<file path="src/rtl/seg7_pkg.sv">
// Shared types and helpers for the 7-segment digit scanner.
// Holds the scan-state enum, the all-anodes-off mask and a nibble selector.
// Purely declarative: no logic, no latency, no backpressure.
package seg7_pkg;

  localparam int MAX_DIGITS = 8;

  typedef enum logic [1:0] {
    ST_OFF  = 2'd0,
    ST_DEAD = 2'd1,
    ST_ON   = 2'd2
  } scan_state_t;

  // All anodes released (active-low), sized for the widest legal display.
  function automatic logic [MAX_DIGITS-1:0] anode_off_mask();
    return '1;
  endfunction

  // Nibble k of a value packed four bits per digit.
  function automatic logic [3:0] digit_of(input logic [31:0] v, input logic [2:0] k);
    return v[{k, 2'b00} +: 4];
  endfunction

endpackage

</file>
<file path="src/rtl/seg7_slot_timer.sv">
// Per-digit slot counter: counts 0..REFRESH_DIV-1 and flags the dead window.
// Latency: flags are combinational from the registered count.
// Backpressure: none; the counter is held at zero whenever run is low.
module seg7_slot_timer #(
  parameter int REFRESH_DIV = 100000,
  parameter int DEAD_CYCLES = 64
) (
  input  logic clk,
  input  logic rst_n,
  input  logic run,
  output logic dead,
  output logic dead_end,
  output logic slot_end
);

  localparam int CW = $clog2(REFRESH_DIV);
  localparam logic [CW-1:0] LAST      = CW'(REFRESH_DIV - 1);
  localparam logic [CW-1:0] DEAD_W    = CW'(DEAD_CYCLES);
  localparam logic [CW-1:0] DEAD_LAST = CW'((DEAD_CYCLES > 0) ? DEAD_CYCLES - 1 : 0);

  logic [CW-1:0] cnt;

  // Slot counter: equality wrap at REFRESH_DIV-1, so it never overflows.
  always_ff @(posedge clk or negedge rst_n) begin
    if (!rst_n) begin
      cnt <= '0;
    end else if (!run || slot_end) begin
      cnt <= '0;
    end else begin
      cnt <= cnt + 1'b1;
    end
  end

  assign slot_end = (cnt == LAST);
  assign dead     = (cnt < DEAD_W);
  assign dead_end = (DEAD_CYCLES > 0) && (cnt == DEAD_LAST);

endmodule

</file>
<file path="src/rtl/seg7_scan.sv">
// Time-multiplexed hex digit scanner feeding a 7-segment decoder; new values latch at frame starts.
// Latency: bcd/anode/frame_o registered, one cycle after the state decision; load visible within 1 frame + 1 cycle.
// Backpressure: none; optional leading-zero blanking when SEG7_SCAN_LZB_EN is defined.
module seg7_scan
  import seg7_pkg::*;
#(
  parameter int NUM_DIGITS  = 4,
  parameter int REFRESH_DIV = 100000,
  parameter int DEAD_CYCLES = 64
) (
  input  logic                    clk,
  input  logic                    rst_n,
  input  logic                    en_i,
  input  logic [4*NUM_DIGITS-1:0] value_i,
  input  logic                    load_i,
  output logic [3:0]              bcd,
  output logic [NUM_DIGITS-1:0]   anode,
  output logic                    frame_o
);

  localparam int IW = $clog2(NUM_DIGITS);
  localparam int VW = 4 * NUM_DIGITS;
  localparam logic [IW-1:0]         IDX_LAST  = IW'(NUM_DIGITS - 1);
  localparam logic [MAX_DIGITS-1:0] ALL_OFF   = anode_off_mask();
  localparam logic [NUM_DIGITS-1:0] ANODE_OFF = ALL_OFF[NUM_DIGITS-1:0];
  localparam logic [NUM_DIGITS-1:0] ONE_HOT0  = NUM_DIGITS'(1);

  scan_state_t           state, state_nxt;
  logic [IW-1:0]         idx, idx_nxt;
  logic [VW-1:0]         pend, disp, disp_nxt;
  logic                  pend_v;
  logic                  run, dead, dead_end, slot_end;
  logic                  slot_adv, frame_start, xfer;
  logic                  blank_nxt;
  logic [3:0]            bcd_nxt;
  logic [NUM_DIGITS-1:0] anode_nxt;
  logic                  frame_nxt;

  assign run         = en_i && (state != ST_OFF);
  assign slot_adv    = en_i && (state == ST_ON) && slot_end;
  assign frame_start = en_i && ((state == ST_OFF) || (slot_adv && (idx == IDX_LAST)));
  assign xfer        = frame_start && pend_v;
  assign disp_nxt    = xfer ? pend : disp;

  seg7_slot_timer #(
    .REFRESH_DIV (REFRESH_DIV),
    .DEAD_CYCLES (DEAD_CYCLES)
  ) u_timer (
    .clk      (clk),
    .rst_n    (rst_n),
    .run      (run),
    .dead     (dead),
    .dead_end (dead_end),
    .slot_end (slot_end)
  );

  // State and digit index registers.
  always_ff @(posedge clk or negedge rst_n) begin
    if (!rst_n) begin
      state <= ST_OFF;
      idx   <= '0;
    end else begin
      state <= state_nxt;
      idx   <= idx_nxt;
    end
  end

  // Next scan state; dropping en_i aborts the slot from any state.
  always_comb begin
    state_nxt = state;
    if (!en_i) begin
      state_nxt = ST_OFF;
    end else begin
      case (state)
        ST_OFF:  state_nxt = (DEAD_CYCLES == 0) ? ST_ON : ST_DEAD;
        // Also leave DEAD if the counter is somehow already past the dead window.
        ST_DEAD: if (dead_end || !dead) state_nxt = ST_ON;
        ST_ON:   if (slot_end && (DEAD_CYCLES != 0)) state_nxt = ST_DEAD;
        default: state_nxt = ST_OFF;
      endcase
    end
  end

  // Digit index: restarts at 0 on enable, explicit wrap for non-power-of-2 counts.
  always_comb begin
    idx_nxt = idx;
    if (!en_i || (state == ST_OFF)) begin
      idx_nxt = '0;
    end else if (slot_adv) begin
      idx_nxt = (idx == IDX_LAST) ? '0 : idx + 1'b1;
    end
  end

`ifdef SEG7_SCAN_LZB_EN
  // Blank digit k>0 when it and every more-significant digit are zero.
  always_comb begin
    blank_nxt = 1'b0;
    if (idx_nxt != '0) begin
      blank_nxt = ((32'(disp_nxt) >> {idx_nxt, 2'b00}) == 32'd0);
    end
  end
`else
  assign blank_nxt = 1'b0;
`endif

  // Output decode from the upcoming state so the registered outputs line up with cnt/idx.
  always_comb begin
    anode_nxt = ANODE_OFF;
    bcd_nxt   = bcd;
    frame_nxt = 1'b0;
    if (en_i) begin
      bcd_nxt   = digit_of(32'(disp_nxt), 3'(idx_nxt));
      frame_nxt = frame_start;
      if ((state_nxt == ST_ON) && !blank_nxt) begin
        anode_nxt = ~(ONE_HOT0 << idx_nxt);
      end
    end
  end

  // Capture buffer (last load wins) and tear-free transfer at frame start.
  always_ff @(posedge clk or negedge rst_n) begin
    if (!rst_n) begin
      pend   <= '0;
      pend_v <= 1'b0;
      disp   <= '0;
    end else begin
      if (load_i) begin
        pend <= value_i;
      end
      pend_v <= load_i || (pend_v && !xfer);
      disp   <= disp_nxt;
    end
  end

  // Registered display outputs.
  always_ff @(posedge clk or negedge rst_n) begin
    if (!rst_n) begin
      bcd     <= 4'h0;
      anode   <= ANODE_OFF;
      frame_o <= 1'b0;
    end else begin
      bcd     <= bcd_nxt;
      anode   <= anode_nxt;
      frame_o <= frame_nxt;
    end
  end

endmodule
</file>
<file path="config.mk">
export PLATFORM = sky130hd
export DESIGN_NAME = seg7_scan
export DESIGN_NICKNAME = d
export VERILOG_FILES = /design/src/rtl/seg7_pkg.sv /design/src/rtl/seg7_slot_timer.sv /design/src/rtl/seg7_scan.sv
export SDC_FILE = /design/constraint.sdc
export NUM_CORES = 1
export LEC_CHECK = 0
export BUFFER_PORTS_ARGS = -buffer_cell sky130_fd_sc_hd__buf_2
export CELL_PAD_IN_SITES_DETAIL_PLACEMENT = 1
export CELL_PAD_IN_SITES_GLOBAL_PLACEMENT = 2
export CORE_ASPECT_RATIO = 0.7
export CORE_MARGIN = 4
export CORE_UTILIZATION = 35
export DETAILED_ROUTE_END_ITERATION = 7
export HOLD_SLACK_MARGIN = 0.12
export MAX_ROUTING_LAYER = met4
export PLACE_DENSITY_LB_ADDON = 0.25
export RECOVER_POWER = 100
export SETUP_SLACK_MARGIN = 0.1
export SYNTH_ARGS = -nofsm -noshare
export SYNTH_HDL_FRONTEND = slang
export SYNTH_SLANG_ARGS = --single-unit
</file>
<file path="constraint.sdc">
create_clock -name clk -period 2.2 [get_ports clk]
set_input_delay 0.55 -clock clk [delete_from_list [all_inputs] [get_ports clk]]
set_output_delay 0.55 -clock clk [all_outputs]
set_load 0.01 [all_outputs]
</file>
# Word level (Yosys, flattened, before mapping)
# Cells that the tools add are included.
[word_totals] reg_bits=63 output_inout_bits=9
[classes] shifts=2 eq_ne=6 order_cmp=1 addsub=2 bitwise=1 n_reduce_logical=18 muxes=12
[ops] op="variable part select 32 x 5 -> 4 bit" count=1
[ops] op="adder 17 x 1 -> 17 bit, second input constant" count=1
[ops] op="== test 17 bit, second input constant" count=1
[ops] op="== test 17 x 6 -> 1 bit, second input constant" count=1
[ops] op="less-than comparator 17 x 7 -> 1 bit, second input constant" count=1
[ops] op="2-to-1 mux 17 bit" count=1
[ops] op="2-to-1 mux 16 bit" count=1
[ops] op="2-to-1 mux 2 bit" count=6
[ops] op="2-to-1 mux 4 bit" count=2
[ops] op="logical AND 1 bit" count=7
[ops] op="== test 2 bit, second input constant" count=3
[ops] op="case mux 2 bit (3 select lines)" count=1
[ops] op="logical OR 1 bit" count=5
[ops] op="zero test 1 bit" count=4
[ops] op="NOT 4 bit" count=1
[ops] op="<< shifter 1 x 2 -> 4 bit, first input constant" count=1
[ops] op="adder 2 x 1 -> 2 bit, second input constant" count=1
[ops] op="== test 2 x 1 -> 1 bit, second input constant" count=1
[ops] op="zero test 2 bit" count=1
[ops] op="nonzero test 2 bit" count=1
[ops] op="2-to-1 mux 1 bit" count=1

# Logic depth before layout (Yosys ltp)
# Gate-level depths: netlist of run 1.
[depth] ltp_word=10 mapped_depth=10

# Cells and area by module
# A second synthesis of run 1 with hierarchy kept.
[unflattened] hier_cells=242 area_unflattened_um2=2886.5
[modules_own_cells] mod="seg7_scan" n_inst=1 area_per_inst_um2=1994.4 cells_per_inst=150
[modules_own_cells] mod="seg7_slot_timer" n_inst=1 area_per_inst_um2=892.1 cells_per_inst=92

# Worst setup path after synthesis of run 1
# Ideal clock, no wire load.
[synth_path] path_type="input to register" from="input port en_i" to="register bcd[2]" arrival_ns=1.932 required_time_ns=2.070 n_path_buf=2 cell_stages=9 slack_ns=0.139 cell_sequence="buf_4 > nor2b_1 > nand3_1 > o22a_1 > buf_6 > mux2_4 > or2_0 > o211ai_1 > a31oi_1"
[synth_between] elab_chain_cells=8
[synth_lines] element="start: declaration" line_no="seg7_scan.sv:13" source="input logic en_i,"
[synth_lines] element="logical AND 1 bit (2 in series)" line_no="seg7_scan.sv:40" source="assign slot_adv = en_i && (state == ST_ON) && slot_end;"
[synth_lines] element="logical AND 1 bit" line_no="seg7_scan.sv:41" source="assign frame_start = en_i && ((state == ST_OFF) || (slot_adv && (idx == IDX_LAST)));"
[synth_lines] element="logical OR 1 bit" line_no="seg7_scan.sv:41"
[synth_lines] element="logical AND 1 bit (*)" line_no="seg7_scan.sv:41"
[synth_lines] element="logical AND 1 bit (*)" line_no="seg7_scan.sv:42" source="assign xfer = frame_start && pend_v;"
[synth_lines] element="2-to-1 mux 16 bit (*)" line_no="seg7_scan.sv:43" source="assign disp_nxt = xfer ? pend : disp;"
[synth_lines] element="named net disp_nxt[14]" line_no="seg7_scan.sv:30" source="logic [VW-1:0] pend, disp, disp_nxt;"
[synth_lines] element="variable part select 32 x 5 -> 4 bit (*)" line_no="seg7_pkg.sv:21" source="return v[{k, 2'b00} +: 4];"
[synth_lines] element="end signal: assignment" line_no="seg7_scan.sv:142" source="bcd <= bcd_nxt;"
[synth_lines] element="end: declaration" line_no="seg7_scan.sv:16" source="output logic [3:0] bcd,"
# The timed path passes the listed nets; every way through them passes the cells marked *.
# A chain may end at the register's enable or synchronous reset.

# Worst setup path after layout of run 1
[layout_path] from="register u_timer.cnt[8]" to="register bcd[0]"
[layout_between] elab_chain_cells=8
[layout_lines] element="start: declaration" line_no="seg7_slot_timer.sv:21" source="logic [CW-1:0] cnt;"
[layout_lines] element="start signal: assignment" line_no="seg7_slot_timer.sv:30" source="cnt <= cnt + 1'b1;"
[layout_lines] element="== test 17 bit" line_no="seg7_slot_timer.sv:34" source="assign slot_end = (cnt == LAST);"
[layout_lines] element="logical AND 1 bit" line_no="seg7_scan.sv:40"
[layout_lines] element="logical AND 1 bit" line_no="seg7_scan.sv:41"
[layout_lines] element="logical OR 1 bit" line_no="seg7_scan.sv:41"
[layout_lines] element="logical AND 1 bit" line_no="seg7_scan.sv:41"
[layout_lines] element="logical AND 1 bit" line_no="seg7_scan.sv:42"
[layout_lines] element="2-to-1 mux 16 bit" line_no="seg7_scan.sv:43"
[layout_lines] element="named net disp_nxt[12]" line_no="seg7_scan.sv:30"
[layout_lines] element="variable part select 32 x 5 -> 4 bit" line_no="seg7_pkg.sv:21"
# The timed path passes the listed nets, and every way through them passes these cells.

==> run summary, run 1 <==
The total wire length was 6710 um; the cell area after synthesis was 0.00283 mm^2. The arrival time at the worst endpoint is 2.26 ns, and the clock edge transition at the registers on the reported setup and hold paths is 0.06 ns. The tools report the starting density of the core as 0.360.

TritonCTS built the clock tree. Walking the worst path, the cells encountered are nor4_4 > buf_4 > nand4_4 > o22a_4 > mux2_4 > or2_0 > o211ai_1 > a31oi_1. The run gives 0 as the final number of hold-violating endpoints. Cell type with the highest aggregate area in the netlist: sky130_fd_sc_hd__dfrtp_1.

Proportion of synthesized flip-flops having asynchronous set or reset: 1.00. In this design, the largest share of critical-path delay is due to simple AND/OR/NAND/NOR gates. The worst register-to-register path ends at bcd[0]. The critical path starts at u_timer.cnt[8]. The dominant register cell in the synthesized netlist is sky130_fd_sc_hd__dfrtp_1. For the clock tree skew after final layout, the log shows 0.00639 ns.

The run gives 0 as the number of setup violations in the final report. The worst setup path is captured at a flip-flop. In this run the worst path has a maximum fanout of 6. The cell sitting at the root of the clock tree is a sky130_fd_sc_hd__clkbuf_16. Sorting the synthesized cells by area gives the leading types as sky130_fd_sc_hd__dfrtp_1, sky130_fd_sc_hd__mux2_2, sky130_fd_sc_hd__nand2_1, sky130_fd_sc_hd__dfstp_2, sky130_fd_sc_hd__nor2_1. The tools report the source of the worst register-to-register timing path as u_timer.cnt[8].

The number of clock buffers added by TritonCTS is 9. The I/O pin count is 29. The remaining number of nets flagged by the antenna check after routing is 0. The tightest min-delay check is of the in2reg type. The tools report the capturing instance or port of the critical path as bcd[0].

For this design the static power due to leakage is 1.58 nW. The run gives 0.370 as the worst-case headroom to the max-slew limit. The tools report the die area as 0.00962 mm^2. At the pin with the least slew margin, the transition time is 0.945 ns.

Entering global routing, the biggest net connects 26 pins. The number of antenna diodes in the final layout is 0. The sequential-to-total area share from yosys stat is 0.558, and the max-slew violation count is 0.

The total of buffers placed on input and output ports works out to 28. The share of the cycle needed by the critical path after routing works out to 0.930. The tools report the element type at the critical path start as a flip-flop. The tool flagged a number of max-cap violations equal to 0. The final layout contains 337 nets. DRC violation count after routing: 0. For this design the ratio of total power to cell area is 867 mW/mm^2.

Setup repair after global routing could not meet its margin everywhere. The worst setup path is of the reg2reg kind. The achievable frequency came out at 489 MHz. The depth of the CTS H-tree came out at 3.

The overall track demand over capacity in global routing was 0.158. The share of layout cells above drive strength 1 is 0.313, and the number of instances in the synthesized netlist is 262. The via count of the first global-routing pass is 2058, and the post-synthesis to final-layout area growth is 27.5%.

The run gives 4 as the first-pass detailed-route iteration total. The later pin in the worst-skew pair is clocked with a latency of 0.33 ns. The first global-routing pass estimated 11100 um of wire. The cell type of the slowest stage on the worst timing path is sky130_fd_sc_hd__dfrtp_1. The via count was 2047. The initial detailed-routing violation count was 108; the cell depth of the worst flop-to-flop path was 8. VDD sags by at most 0.489 mV. The clock sink count came out at 63. The library cells used most frequently in the layout, excluding fill and tap cells, are sky130_fd_sc_hd__dfrtp_1, sky130_fd_sc_hd__nand2_1, sky130_fd_sc_hd__nor2_1. The run gives 2 as the buffer depth of the longest clock path.

During synthesis, Yosys emitted a total of 0 warnings. The die extent in y is 83.3 um, and the sum of buffers and inverters on the critical path is 1. After synthesis, the largest family of logic cells by area is simple AND/OR/NAND/NOR gates.

The post-synthesis mux area share is 0.0822, and the number of filler cells placed in the layout is 870. In this run, synthesis inferred 0 flip-flops with an integrated enable. The number of distinct library cells after synthesis came out at 45.

The number of flip-flops and latches in the synthesized netlist is 63, and the area share of xor/xnor cells in the synthesized design is 0.0402. The peak per-stage delay on the critical path is 0.40 ns. The share of the synthesized area in the top cell type came out at 0.521.

Detailed placement finished with a half-perimeter wire length of 4610 um. The completed layout was analyzed and its total power is 0.00313 W. The post-synth net total came out at 284. The run gives 0 as the total congestion overflow.

From left edge to right edge, the die measures 116 um. In the final routed layout, each cell accounts on average for 15.9 um. The simple-gate share of the synthesized area works out to 0.193. The setup TNS is 0 ns.

The library cell used most frequently in the layout, excluding fill and tap cells, is sky130_fd_sc_hd__dfrtp_1. The share of the synthesized area in compound gates (AO/OA/AOI/OAI) was 0.0848. The total number of placement rows is 27, and the routability-driven placement congestion ratio is 0.723. Counting buffers and inverters, the worst setup path is 8 cells deep. Using the TritonRoute via totals, the vias-per-cell ratio works out to 4.86. The adder-cell share of the synthesized area works out to 0.00883.

For the initial antenna violation count, the log shows 0. The flow ran to the end, and the final reports show no timing, DRC or antenna violations. STA puts the critical path data required time at 2.41 ns. Averaged over all synthesized cells, the footprint is 10.8 um^2.

For the placeable core region, the log shows 0.00787 mm^2. For flop-to-flop paths, the worst setup slack is 0.15 ns. The minimum clock period is 2.05 ns.
-- state kept, by name, indices dropped and copies added (netlist names) --
name	cells
bcd	4
state	2
pend	16
u_timer.cnt	17
frame_o	1
pend_v	1
anode	4
disp	16
idx	2
-- cells by family (layout without fill, tap and decap cells) --
kind of cell | count (synthesis) | count (layout)
AND/OR/NAND/NOR | 112 | 112
AO/OA/AOI/OAI | 35 | 35
flip-flops | 63 | 63
XOR/XNOR | 13 | 13
adder cells (fa/ha/maj) | 2 | 2
multiplexers | 20 | 20
buffers and inverters | 17 | 75
-- routing by layer --
| layer | track usage | up-vias | wire length, um |
|---|---|---|---|
| li1 | - | 999 | - |
| met4 | 0.0576 | 0 | 110 |
| met3 | 0.0546 | 8 | 244 |
| met5 | - | - | 0 |
| met2 | 0.197 | 24 | 2820 |
| met1 | 0.234 | 1016 | 3540 |
-- cells in the mapped netlist, drive strengths merged (2+ instances only) --
cell	number
dfstp	4
nor3	2
buf	8
nor2b	4
or2	2
a31oi	5
dfrtp	59
ha	2
or3	3
nand2	49
nor2	24
xor2	9
nor4	2
clkbuf	4
xnor2	4
o211ai	4
and2	2
and4	2
mux2	20
nand4	3
inv	5
o21bai	5
a21oi	12
nand3	11
o21ai	5
nand2b	3
-- where the power goes --
group / leakage, nW / switching, W / internal, W
logic: 0.633 / 0.000143 / 0.000121
clock network: 0.160 / 0.000500 / 0.00105
registers: 0.783 / 0.0000476 / 0.00127
total: 1.58 / 0.000690 / 0.00244
-- cell type report --
class	instances	area, um^2	area share
Clock buffer	13	260	0.0721
Clock inverter	3	65.1	0.0180
Inverter	5	21.3	0.00589
Multi-Input combinational cell	182	1230	0.340
Sequential cell	63	1580	0.438
Tap cell	101	126	0.0350
Timing Repair Buffer	54	327	0.0904
-- per-stage QoR --
| step | instances | cell area [um^2] | utilization | setup WS (ns) | hold WS [ns] |
|---|---|---|---|---|---|
| 6_report | 421 | 3610 | 0.459 | 0.154 | 0.447 |
| 2_1_floorplan | 262 | 2830 | - | 0.139 | 0.254 |
| 4_1_cts | 415 | 3540 | 0.449 | 0.0994 | 0.434 |
| 3_5_place_dp | 397 | 3170 | 0.403 | 0.0389 | 0.454 |
| 3_3_place_gp | 397 | 3170 | 0.403 | 0.0896 | 0.444 |
| 5_1_grt | 421 | 3610 | 0.459 | 0.0112 | 0.437 |
-- how the worst min path moves through the flow --
| stage | cells past startpoint | from | endpoint |
|---|---|---|---|
| final | 2 | value_i[3] | pend[3] |
| after detailed placement | 2 | disp[8] | disp[8] |
| after CTS | 2 | value_i[3] | pend[3] |
| after global routing | 2 | value_i[1] | pend[1] |
| after global placement | 2 | disp[8] | disp[8] |
| after floorplan | 0 | rst_n | bcd[0] |
-- repair_timing --
item	in CTS	in global routing
gates resized for setup	9	16
cloned	1	0
pin swaps	0	7
setup endpoints to repair	7	10
hold buffers	1	0
buffers inserted	0	6
endpoints found under the hold margin	9	0
(Power assumes the default switching activity.)
==> inputs of run 2 (changes only) <==
Settings changed: ABC_AREA set to 1.
==> run 2 against run 1 <==
Net effect:
- setup slack improved by 0.046 ns
- wire length rose by 18%
- clock power fell by 9.7%
- power fell by 2.9%
- register-to-register slack improved by 0.05 ns
- synthesized cell count rose by 37%
- fmax rose by 2.3%
- sequential share of layout area fell by 2.4 points
- via count rose by 22%
- worst hold slack got worse by 0.022 ns
- critical path type unchanged
- critical endpoint unchanged
- highest routed layer unchanged
==> run summary, run 2 <==
The overall die width came out at 117 um (+1.5%). The run gives 0 (unchanged) as the final number of hold-violating endpoints. The most common cell after layout, fill and taps aside was sky130_fd_sc_hd__nand2_1.

The logs give 0.000744 W (+7.8%) for the power dissipated by switching net loads and 965 (+11%) for the number of filler cells placed in the layout. The first-pass detailed-route iteration total was 4 (unchanged); the number of synthesized flops with an enable pin was 0 (unchanged). The setup slack on the worst flop-to-flop path is 0.20 ns (+0.05 ns). The total congestion overflow is 0 (unchanged), and the pin count of the biggest net entering global routing is 42 (+62%).

Combined area of the multi-input logic cells: 0.00121 mm^2 (-1.7%). The routability-driven placement congestion ratio came out at 0.816 (+13%). The dominant cell by count in the synthesized netlist is sky130_fd_sc_hd__nand2_1.

The transition at the pin with the smallest max-transition slack is 1.41 ns (+0.460 ns), and the standard cell area after detailed placement is 0.00328 mm^2 (+3.6%). The power per unit of standard cell area works out to 795 mW/mm^2 (-8.2%). The buffer depth of the longest clock path came out at 2 (unchanged). The largest registers in the layout are u_timer.cnt: 17 flops, disp: 16 flops, pend: 16 flops.

The initial antenna violation count was 0 (unchanged); the remaining number of nets flagged by the antenna check after routing was 0 (unchanged). The worst setup path is launched from a flip-flop. The share of the cycle needed by the critical path after routing came out at 0.909 (-0.0209). The number of setup violations in the final report was 0 (unchanged). The post-synth net total was 380 (+34%); the clock sink count was 63 (unchanged). Clock edge transition at the registers on the reported setup and hold paths: 0.06 ns (about the same). Setup repair after global routing could not meet its margin everywhere. The tools report the static leakage as 1.91 nW (+21%). The largest individual stage delay along the critical path comes from the cell sky130_fd_sc_hd__dfrtp_1. In the post-synthesis netlist, the biggest area contributors are sky130_fd_sc_hd__dfrtp_1, sky130_fd_sc_hd__nand2_1, sky130_fd_sc_hd__inv_1, sky130_fd_sc_hd__nor2_1, sky130_fd_sc_hd__nand3_1.

The run gives 0.200 ns (+0.0459 ns) as the final critical-path setup slack. The total wire length was 7950 um (+18%); the internal power contribution was 0.00229 W (-6.0%). The clock tree skew after final layout is 0.00712 ns (+0.000732 ns). The clock network fraction of total power is 0.462 (-0.034), and the worst-case headroom to the max-slew limit is 0.0632 (-0.307).

Among all flip-flop cells after synthesis, the most frequent one is sky130_fd_sc_hd__dfrtp_1. For the arrival time at the worst endpoint, the log shows 2.23 ns (-0.03 ns). The type of the most critical hold path was in2reg. The DRC violation count after routing came out at 0 (unchanged). For the register cell area after layout, the log shows 0.00158 mm^2 (about the same).

For the overall track demand over capacity in global routing, the log shows 0.172 (+0.0140). The critical path in this run is classified as reg2reg. The setup TNS was 0 ns (unchanged).

From synthesis to final layout, the design area changed by 30.5%. The run gives 2495 (+22%) as the via count. Initial detailed-routing violation count: 66 (-39%). The buffer type at the clock tree root was sky130_fd_sc_hd__clkbuf_16.

The share of the synthesized area in the top cell type is 0.504 (-0.0169), and the minimum clock period is 2.00 ns (-0.0459 ns). The tools report the sequential-to-total area share from yosys stat as 0.540 (-0.0181). Count of hold buffers inserted by post-cts repair: 0 (-1). The switching part of the total power was 0.245 (+0.0243). The via density per instance came out at 4.81 (-1.1%). Leaving out fill and tap cells, the most frequent cells in the layout are sky130_fd_sc_hd__nand2_1, sky130_fd_sc_hd__dfrtp_1, sky130_fd_sc_hd__inv_1. The final HPWL from detailed placement was 5510 um (+20%). The source of the worst hold timing path was value_i[2]. The proportion of synthesized flip-flops having asynchronous set or reset is 1.00 (unchanged). Walking the worst path, the cells encountered are ha_2 > nand2_2 > inv_4 > nand2_4 > nor2_4 > nand4_1 > nand2_2 > nand3_4 > buf_12 > nand2_4 > o21ai_4 > nand2_1 > nand2_1 > nor2_2 > nor2_1.

The peak per-stage delay on the critical path came out at 0.37 ns (-0.03 ns). The average cell area after synthesis is 8.18 um^2 (-24%). The wire length per cell was 15.3 um (-4.0%). The synthesis warning total is 0 (unchanged).

The tools report the final design instance area without fill as 0.00382 mm^2 (+5.8%). Depth of the CTS H-tree: 3 (unchanged). The run gives 0 (unchanged) as the max-slew violation count.

TritonCTS built the clock tree. For the peak ir drop on the vdd network, the log shows 0.643 mV (+32%). In this run the critical register-to-register path is launched from u_timer.cnt[0]. The logs give -0.148 ns (-0.187 ns) for the pre-CTS setup slack and 0.00304 W (-2.9%) for the overall power after layout.

The share of layout cells above drive strength 1 works out to 0.239 (-0.0733). The total number of placement rows was 27 (unchanged); the data required time of the worst path was 2.43 ns (+0.02 ns). The die extent in y was 84.5 um (+1.5%). The number of flip-flops and latches in the synthesized netlist was 63 (unchanged). The tools report the critical path capture point type as a flip-flop. Ranked by instance count, the synthesized netlist is headed by sky130_fd_sc_hd__nand2_1, sky130_fd_sc_hd__dfrtp_1, sky130_fd_sc_hd__inv_1, sky130_fd_sc_hd__nor2_1, sky130_fd_sc_hd__nand3_1. The cell type with the highest aggregate area in the netlist is sky130_fd_sc_hd__dfrtp_1.

For the via count of the first global-routing pass, the log shows 2599 (+26%). u_timer.cnt holds more flip-flops than any other register. The antenna diode count came out at 0 (unchanged).

For the achievable frequency, the log shows 500 MHz (+2.3%). The number of max-capacitance violations reported was 0 (unchanged). Placeable core region: 0.00801 mm^2 (+1.7%). The total of buffers placed on input and output ports is 28 (unchanged), and the part of the power in combinational logic is 0.111 (+0.027). The sum of buffers and inverters on the critical path is 2 (+1), and the final standard cell count with taps included and fillers excluded is 519 (+23%). The flow ran to the end, and the final reports show no timing, DRC or antenna violations.

The tools report the starting density of the core as 0.366 (+0.00580). For the number of placed instances, taps included, the log shows 492 (+24%). The run gives 0.00293 mm^2 (+3.4%) as the cell area after synthesis.

The run gives 29 (unchanged) as the I/O pin count. The largest fanout of any net on the critical path works out to 5 (-1). The die area was 0.00992 mm^2 (+3.1%); the flip-flop count of the largest register, all copies and words added was 17 (unchanged). The largest delay contributor family on the critical path is simple AND/OR/NAND/NOR gates. The number of buffers added by the clock tree synthesis step was 9 (unchanged); the number of distinct library cells after synthesis was 25 (-44%).

The number of instances in the synthesized netlist was 358 (+37%); the sequential share of power was 0.426 (+0.006). In this run the worst setup path begins at u_timer.cnt[0]. The number of nets in the layout was 435 (+29%).

The global-route wire length before repair is 13100 um (+17%), and the clock latency reported for the late side of the worst-skew pair is 0.34 ns (about the same).
[run 2: final timing paths]
| kind | to | cells after the start |
|---|---|---|
| worst max-delay path | bcd[0] | 15 |
| worst max register to register | bcd[0] | 15 |
| worst min register to register | disp[1] | 2 |
| min in group asynchronous | u_timer.cnt[6] | 1 |
| max in group asynchronous | u_timer.cnt[12] | 2 |
| worst min-delay path | pend[2] | 3 |
[run 2: per-stage QoR]
stage               hold slack, ns   util
floorplan                    0.254      -
global placement             0.449  0.410
detailed placement           0.458  0.410
CTS                          0.229  0.451
global route                 0.438  0.477
finish                       0.425  0.477
[run 2: cell families after synthesis]
family                   after synthesis  synth area share
AND/OR/NAND/NOR                      184             0.282
buffers and inverters                 67            0.0893
flip-flops                            63             0.540
adder cells (fa/ha/maj)                2           0.00855
AO/OA/AOI/OAI                         42            0.0803
[run 2: area by class of cell]
type	count	area share
clock buffer	12	0.0645
clock inverter	4	0.0118
multi-input combinational	228	0.316
tap	101	0.0331
timing repair buffer	54	0.104
inverter	57	0.0567
sequential	63	0.414
[run 2: per-layer routing]
layer	global-route usage	vias to the layer above	wire (um)
li1	-	1250	-
met1	0.255	1200	4450
met2	0.219	38	3070
met3	0.0498	7	325
met4	0.0639	0	102
met5	-	-	0
[run 2: tightest hold or removal path, stage by stage]
cell and delay [ns]:
sky130_fd_sc_hd__buf_2 0.07, sky130_fd_sc_hd__nand2_1 0.04, sky130_fd_sc_hd__o21ai_0 0.06
[run 2: power groups by stage]
stage / clock network, W / registers [W] / logic (W)
2_1_floorplan: 0 / 0.00131 / 0.000174
3_3_place_gp: 0 / 0.00130 / 0.000290
3_5_place_dp: 0 / 0.00131 / 0.000295
4_1_cts: 0.00144 / 0.00129 / 0.000298
5_1_grt: 0.00150 / 0.00131 / 0.000386
6_report: 0.00140 / 0.00129 / 0.000338
[run 2: repair_timing]
action | 4_1_cts | 5_1_grt
setup endpoints to repair | 4 | 10
buffers inserted | 1 | 8
resized for setup | 7 | 25
cloned | 0 | 2
pin swaps | 3 | 6
